--- config.mk ---
export PLATFORM = sky130hd
export DESIGN_NAME = gate_sequencer
export DESIGN_NICKNAME = d
export VERILOG_FILES = /design/src/rtl/garage_pkg.sv /design/src/rtl/tick_prescaler.sv /design/src/rtl/gate_sequencer.sv
export SDC_FILE = /design/constraint.sdc
export NUM_CORES = 1
export LEC_CHECK = 0
export CORE_ASPECT_RATIO = 1.1
export CORE_UTILIZATION = 51
export DETAILED_ROUTE_END_ITERATION = 7
export PLACE_DENSITY = 0.74
export SLEW_MARGIN = 20
export SYNTH_ARGS = -nofsm -noshare
export SYNTH_HDL_FRONTEND = slang
export SYNTH_HIERARCHICAL = 1
export SYNTH_SLANG_ARGS = --single-unit
--- constraint.sdc ---
create_clock -name clk -period 6.3 [get_ports clk]
set_clock_uncertainty 0.15 [all_clocks]
set_input_delay 1.89 -clock clk [delete_from_list [all_inputs] [get_ports clk]]
set_output_delay 1.89 -clock clk [all_outputs]
set_load 0.05 [all_outputs]
--- src/rtl/garage_pkg.sv ---
// ============================================================================
// Module      : garage_pkg
// Description : Shared state and direction types for the barrier-gate control.
// Revision    : 1.0 - initial release
// ============================================================================
`default_nettype none

package garage_pkg;

    typedef enum logic [1:0] {
        IDLE    = 2'd0,
        OPENING = 2'd1,
        OPEN    = 2'd2,
        CLOSING = 2'd3
    } gate_state_t;

    typedef enum logic {
        ENTRY = 1'b0,
        EXIT  = 1'b1
    } dir_t;

endpackage : garage_pkg

`default_nettype wire

--- src/rtl/tick_prescaler.sv ---
// ============================================================================
// Module      : tick_prescaler
// Description : Free-running 0..TICK_DIV-1 counter producing a one-cycle tick.
// Revision    : 1.0 - initial release
// ============================================================================
`default_nettype none

module tick_prescaler #(
    parameter int TICK_DIV = 100
) (
    input  logic clk,
    input  logic reset,
    input  logic clear,
    output logic tick
);

    localparam int                 c_CNT_W = (TICK_DIV > 1) ? $clog2(TICK_DIV) : 1;
    localparam logic [c_CNT_W-1:0] c_LAST  = c_CNT_W'(TICK_DIV - 1);
    localparam logic [c_CNT_W-1:0] c_ONE   = c_CNT_W'(1);

    logic [c_CNT_W-1:0] r_cnt;

    always_ff @(posedge clk or posedge reset) begin
        if (reset) begin
            r_cnt <= '0;
        end else if (clear || (r_cnt == c_LAST)) begin
            r_cnt <= '0;
        end else begin
            r_cnt <= r_cnt + c_ONE;
        end
    end

    // Tick must not depend on clear: clear is itself derived from tick upstream.
    assign tick = (r_cnt == c_LAST);

endmodule : tick_prescaler

`default_nettype wire

--- src/rtl/gate_sequencer.sv ---
// ============================================================================
// Module      : gate_sequencer
// Description : Barrier-gate FSM with round-robin entry/exit arbitration,
//               tick-timed motor phases and lot occupancy tracking.
// Revision    : 1.0 - initial release
// ============================================================================
`default_nettype none

module gate_sequencer
    import garage_pkg::*;
#(
    parameter int SLOTS      = 8,
    parameter int TICK_DIV   = 100,
    parameter int OPEN_TICKS = 3,
    parameter int HOLD_TICKS = 5
) (
    input  logic                       clk,
    input  logic                       reset,
    input  logic                       entry_req,
    input  logic                       exit_req,
    input  logic                       pass_done,
    output logic                       grant_entry,
    output logic                       grant_exit,
    output logic                       gate_open,
    output logic                       gate_close,
    output logic                       gate_busy,
    output logic                       lot_full,
    output logic [$clog2(SLOTS+1)-1:0] occupancy
);

    localparam int                  c_OCC_W     = $clog2(SLOTS + 1);
    localparam logic [c_OCC_W-1:0]  c_SLOTS     = c_OCC_W'(SLOTS);
    localparam logic [c_OCC_W-1:0]  c_OCC_ONE   = c_OCC_W'(1);
    localparam int                  c_MAX_TICKS = (OPEN_TICKS > HOLD_TICKS) ? OPEN_TICKS : HOLD_TICKS;
    localparam int                  c_TCNT_W    = $clog2(c_MAX_TICKS + 1);
    localparam logic [c_TCNT_W-1:0] c_OPEN_LAST = c_TCNT_W'(OPEN_TICKS - 1);
    localparam logic [c_TCNT_W-1:0] c_HOLD_LAST = c_TCNT_W'(HOLD_TICKS - 1);
    localparam logic [c_TCNT_W-1:0] c_TCNT_ONE  = c_TCNT_W'(1);

    gate_state_t         r_state;
    gate_state_t         w_state_next;
    dir_t                r_dir;
    dir_t                w_dir_next;
    logic [c_TCNT_W-1:0] r_tcnt;
    logic [c_OCC_W-1:0]  w_occ_next;
    logic                w_grant_entry;
    logic                w_grant_exit;
    logic                w_entry_ok;
    logic                w_exit_ok;
    logic                w_tick;
    logic                w_clear;

    assign w_entry_ok = entry_req && !lot_full;
    assign w_exit_ok  = exit_req && (occupancy != '0);
    assign w_clear    = (w_state_next != r_state);

    tick_prescaler #(
        .TICK_DIV (TICK_DIV)
    ) u_tick_prescaler (
        .clk   (clk),
        .reset (reset),
        .clear (w_clear),
        .tick  (w_tick)
    );

    always_ff @(posedge clk or posedge reset) begin
        if (reset) begin
            r_state <= IDLE;
        end else begin
            r_state <= w_state_next;
        end
    end

    // r_dir doubles as the round-robin pointer: it remembers the last direction served.
    always_comb begin
        w_state_next  = r_state;
        w_dir_next    = r_dir;
        w_occ_next    = occupancy;
        w_grant_entry = 1'b0;
        w_grant_exit  = 1'b0;
        unique case (r_state)
            IDLE: begin
                if (w_entry_ok && (!w_exit_ok || (r_dir == EXIT))) begin
                    w_dir_next    = ENTRY;
                    w_grant_entry = 1'b1;
                    w_state_next  = OPENING;
                end else if (w_exit_ok) begin
                    w_dir_next    = EXIT;
                    w_grant_exit  = 1'b1;
                    w_state_next  = OPENING;
                end
            end
            OPENING: begin
                if (w_tick && (r_tcnt == c_OPEN_LAST)) begin
                    w_state_next = OPEN;
                end
            end
            OPEN: begin
                if (pass_done) begin
                    if ((r_dir == ENTRY) && (occupancy != c_SLOTS)) begin
                        w_occ_next = occupancy + c_OCC_ONE;
                    end else if ((r_dir == EXIT) && (occupancy != '0)) begin
                        w_occ_next = occupancy - c_OCC_ONE;
                    end
                    w_state_next = CLOSING;
                end else if (w_tick && (r_tcnt == c_HOLD_LAST)) begin
                    w_state_next = CLOSING;
                end
            end
            CLOSING: begin
                if (w_tick && (r_tcnt == c_OPEN_LAST)) begin
                    w_state_next = IDLE;
                end
            end
            default: begin
                w_state_next = IDLE;
            end
        endcase
    end

    always_ff @(posedge clk or posedge reset) begin
        if (reset) begin
            r_dir       <= EXIT;
            r_tcnt      <= '0;
            grant_entry <= 1'b0;
            grant_exit  <= 1'b0;
            gate_open   <= 1'b0;
            gate_close  <= 1'b0;
            gate_busy   <= 1'b0;
            lot_full    <= 1'b0;
            occupancy   <= '0;
        end else begin
            r_dir       <= w_dir_next;
            if (w_clear) begin
                r_tcnt <= '0;
            end else if (w_tick) begin
                r_tcnt <= r_tcnt + c_TCNT_ONE;
            end
            grant_entry <= w_grant_entry;
            grant_exit  <= w_grant_exit;
            gate_open   <= (w_state_next == OPENING);
            gate_close  <= (w_state_next == CLOSING);
            gate_busy   <= (w_state_next != IDLE);
            lot_full    <= (w_occ_next == c_SLOTS);
            occupancy   <= w_occ_next;
        end
    end

endmodule : gate_sequencer

`default_nettype wire

After elaboration in Yosys (flattened, before gate mapping). Index checks and enable logic that the tools add are counted.

Flip-flop bits (word level): 23. Logic and storage cells: 65.

Add/sub/neg operators: 4. Equal/unequal tests: 11. Muxes and demuxes: 21. Bitwise gates (word level): 1. Reduce and logical (&&, ||, !) cells: 17.

Operator list (number): $mux W4 (4); $mux W2 (6); $pmux W2 S4 (1); $add A7 B1 Y7 const B (1); $eq A7 B7 Y1 const B (1); $logic_and A1 B1 Y1 (7); $mux W1 (7); $mux W7 (1); $eq A2 B2 Y1 const B (3); $mux W3 (2); $reduce_bool A2 Y1 (3); $add A4 B1 Y4 const B (1); $eq A2 B1 Y1 const B (2); $eq A4 B4 Y1 const B (1); $ne A4 B4 Y1 const B (1); $reduce_bool A4 Y1 (1); $sub A4 B1 Y4 const B (1); $add A3 B1 Y3 const B (1); $eq A3 B2 Y1 const B (1); $eq A3 B3 Y1 const B (1); $logic_not A1 Y1 (2); $logic_not A2 Y1 (1); $logic_or A1 B1 Y1 (2); $ne A2 B2 Y1 (1); other kinds (2) (2).

Longest topological paths before layout. Gate-level depths: netlist (run 1).

Depth after elaboration: 10. Mapped depth: 8. Gate-level depth less buffers: 8.

Hierarchy. Netlist (run 1), hierarchy kept.

By module, submodules not included: gate_sequencer (times used 1, cells each 83, area an instance 867.1 um^2, seq. area each 401.6 um^2); tick_prescaler (times used 1, cells each 33, area an instance 347.8 um^2, seq. area each 175.2 um^2).

Worst setup path before layout (run 1). No wires, ideal clock.

Path kind: input-to-reg. Start point: in pass_done. End point: reg lot_full. Library setup time: 0.095 ns. Data arrival time: 2.841 ns. Data required time: 6.055 ns. Setup slack: 3.214 ns. Stages: 5. Buffers on the path: 0. Path through: nand3b_1 or3b_1 a21oi_1 a221oi_1 nor4b_2.

Cells in the longest elaborated chain, start to end: 3.

Ends and longest elaborated chain: from (decl) (line gate_sequencer.sv:21) `input logic pass_done,`; $mux W4 (line gate_sequencer.sv:99) `if (pass_done) begin`; $mux W4 (line gate_sequencer.sv:81) `unique case (r_state)`; net w_occ_next[1] (line gate_sequencer.sv:45) `logic [c_OCC_W-1:0] w_occ_next;`; $eq A4 B4 Y1 (line gate_sequencer.sv:144) `lot_full <= (w_occ_next == c_SLOTS);`; to (signal assigned) (line gate_sequencer.sv:144); to (decl) (line gate_sequencer.sv:27) `output logic lot_full,`.

The timed path passes the listed nets, and every way through them passes these cells. A chain may end at the register's enable or synchronous reset.

Worst setup path in the final report (run 1).
Start point: reg occupancy[3]. End point: out occupancy[3].

RTL lines: from (decl) (line gate_sequencer.sv:28) `output logic [$clog2(SLOTS+1)-1:0] occupancy`; from (signal assigned) (line gate_sequencer.sv:145) `occupancy <= w_occ_next;`.

No word-level cell between the ends.

==> impl_metrics.ini, run 1 <==
[placed_design]
dpl.hpwl_mm = 1.54
gp_congestion = 0.831
port_buffers = 14
place_ws_ns = 2.56

[critical_path]
r2r.worst_path.cells = 8
r2r_slack_ns = 3.90
worst-path-buf-inv = 1
path_class = flop to output pin
critPathMaxFanout = 8
cp_cell_sequence = clkdlybuf4s50_1
critPathSlowestCell = clkdlybuf4s50_1
cp.arrival_ns = 1.66
worst_path_largest_cell_delay_ns = 0.85
crit_family = buffers and inverters
crit_path_start_kind = flop
crit_path_end_kind = output pin
r2r_start = u_tick_prescaler/r_cnt[0]
r2r-end = u_tick_prescaler/r_cnt[2]
critPathRequiredTime_ns = 4.26

[synth]
synth-edff-count = 0
yosys-top-cells-count = 22 x dfrtp_1, 13 x nor2_1, 10 x inv_1
yosys_warnings = 6
async_reset_ff_share_pct = 100
synth-xor-area-share_pct = 5.77
ys.flop_type = dfrtp_1
synthAdderAreaFrac_pct = 6.18
synth_seq_cells = 23
yosysSeqAreaShare_pct = 47.5
synth_top_family_by_area = simple AND/OR/NAND/NOR gates
yosys-top-cells-area = dfrtp_1 45%, ha_1 6.2%, nor2_1 4.0%
synthCells = 116
synthDistinctLibCells = 42
yosys.area.top_type_share_pct = 45.3
yosys.area_share.simple_pct = 19.9
netlist_area_um2 = 1210
synth.avg_cell_area_um2 = 10.5
yosys.cell_count.top_type = dfrtp_1
synthesis.nets = 127
muxShareOfSynthArea_pct = 1.65
synth_compound_area_share_pct = 15.0
synth_top_area_cell = dfrtp_1

[sta]
rsz0062_at_grt = false
finalHoldViolCount = 0
timing.final.ws_setup_ns = 2.60
period_minus_slack_ns = 3.70
fin_crit_sh_pct = 58.7
fmax_ghz = 0.271
tns_ns = 0
worst_pin_slew_ns = 0.560
finalMaxSlewViolations = 0
final-setup-viol-count = 0
timing.slew.headroom_pct = 62.2

[clocking]
cts_sinks = 23
numCtsBuffers = 3
cts_setup_buffers = 0
cts_resized = 0
cts_tree = yes
clock_latency_ns = 0.30
path_clk_slew_ns = 0.11
clk_path_buf_depth = 2
h-tree-depth = 1
clock_tree.root_cell = clkbuf_4
ctsHoldBuffers = 0

[floorplanning]
pin_count = 15
coreArea_um2 = 2250
die_y_um = 53.2
fp-row-count = 18
die_x_um = 48.5
die_area_um2 = 2580
start_util_pct = 53.9

[global_route]
antenna_found_initial = 0
grt_use_total_pct = 18.4
grt_start_max_net_pins = 17
first_global_vias = 839
gr-total-overflow = 0
grt_pass1_wl_mm = 3.60

[route]
drtPass1Iterations = 4
drc = 0
vias = 878
wire_per_inst_um = 12.5
via_per_inst = 5.42
wl_mm = 2.03
drtAntennaViolNets = 0
drt_iter0_drc = 7

[finish]
drive_gt1_share_pct = 9.09
synthToLayoutAreaGrowth_pct = 15.9
antenna_cells = 0
fin_nets = 144

[power]
p_leak_nw = 0.598
total_power_uw = 311
ir_worst_vdd_mv = 0.199
pwr_density_cell_nw_per_um2 = 221

[min_path]
holdCritPathClass = flop to flop
worstHoldEndpoint = u_tick_prescaler/r_cnt[0]
holdPathStages = 1
min_from = u_tick_prescaler/r_cnt[0]

[flow_run]
maxCapViolCount = 0

[run_status]
status = finished, final reports clean
[power breakdown]
group / internal (mW) / switching (mW)
registers: 0.167 / 0.0247
logic: 0.0285 / 0.0256
clock network: 0.0247 / 0.0400
[kinds of logic after synthesis]
| family | count (synthesis) |
|---|---|
| multiplexers | 2 |
| buffers and inverters | 12 |
| adder cells (fa/ha/maj) | 6 |
| XOR/XNOR | 8 |
| AO/OA/AOI/OAI | 25 |
| AND/OR/NAND/NOR | 40 |
| flip-flops | 23 |
[flip-flops by register name (all words and copies together) (netlist names)]
register,count
gate_busy,1
gate_close,1
gate_open,1
grant_entry,1
grant_exit,1
lot_full,1
occupancy,4
r_dir,1
r_state,2
r_tcnt,3
u_tick_prescaler/r_cnt,7
[cell usage in the layout (no fill, tap or decap), types with 3 or more instances in the layout]
| master | n |
|---|---|
| a21oi_1 | 5 |
| clkbuf_4 | 3 |
| clkdlybuf4s50_1 | 14 |
| dfrtp_1 | 22 |
| ha_1 | 6 |
| inv_1 | 10 |
| nand2_1 | 8 |
| nor2_1 | 13 |
| xnor2_1 | 4 |
| xor2_1 | 4 |
[final cells by class]
class	instances	area, µm²
Fill cell	185	845
Timing Repair Buffer	14	140
Multi-Input combinational cell	81	589
Tap cell	30	37.5
Sequential cell	23	577
Clock buffer	4	26.3
Inverter	10	37.5
[through the flow]
| stage | hold slack (ns) | util (%) | cells | cell area [µm²] |
|---|---|---|---|---|
| finish | 0.341 | 62.5 | 162 | 1410 |
| global route | 0.370 | 62.5 | 162 | 1410 |
| CTS | 0.348 | 62.5 | 162 | 1410 |
| detailed placement | 0.331 | 61.3 | 158 | 1380 |
| global placement | 0.317 | 61.3 | 158 | 1380 |
| floorplan | 0.299 | - | 116 | 1210 |
[worst max-delay path by stage]
stage / start / end / slack [ns] / depth (start not counted)
3_3_place_gp: pass_done / lot_full / 2.62 / 6
2_1_floorplan: pass_done / lot_full / 3.21 / 5
5_1_grt: occupancy[3] / occupancy[3] / 2.54 / 1
3_5_place_dp: pass_done / lot_full / 2.56 / 6
6_report: occupancy[3] / occupancy[3] / 2.60 / 1
4_1_cts: occupancy[3] / occupancy[3] / 2.59 / 1
[metal layers]
| metal | up-vias | global-route usage [%] | routed length [µm] |
|---|---|---|---|
| met1 | 414 | 22.2 | 912 |
| met3 | 4 | 3.16 | 69 |
| met4 | 0 | 8.33 | 26 |
| met2 | 22 | 32.6 | 1020 |
| li1 | 438 | - | - |
| met5 | - | 0 | 0 |
Power figures use the tool's default switching activity.
==> run 2: changes to the inputs <==
clock period = 3.8 ns   (was 6.3 ns; I/O delays follow)
==> results of run 2 <==
Same layout as run 1 (identical final DEF). Status: finished, final reports clean.
Among the figures that moved: setup slack after placement 2.56 ns -> 0.810 ns; setup slack after layout 2.60 ns -> 0.853 ns; register-to-register setup slack 3.90 ns -> 1.40 ns; total power 0.311 mW -> 0.515 mW; worst IR drop on VDD 0.199 mV -> 0.330 mV
==> run 3: changes to the inputs <==
clock period = 3.1 ns   (was 3.8 ns; I/O delays follow)
==> results of run 3 <==
Same layout as run 1 (identical final DEF). Status: finished, final reports clean.
Among the figures that moved: setup slack after placement 2.56 ns -> 0.320 ns; setup slack after layout 2.60 ns -> 0.363 ns; register-to-register setup slack 3.90 ns -> 0.70 ns; total power 0.311 mW -> 0.631 mW; worst IR drop on VDD 0.199 mV -> 0.404 mV
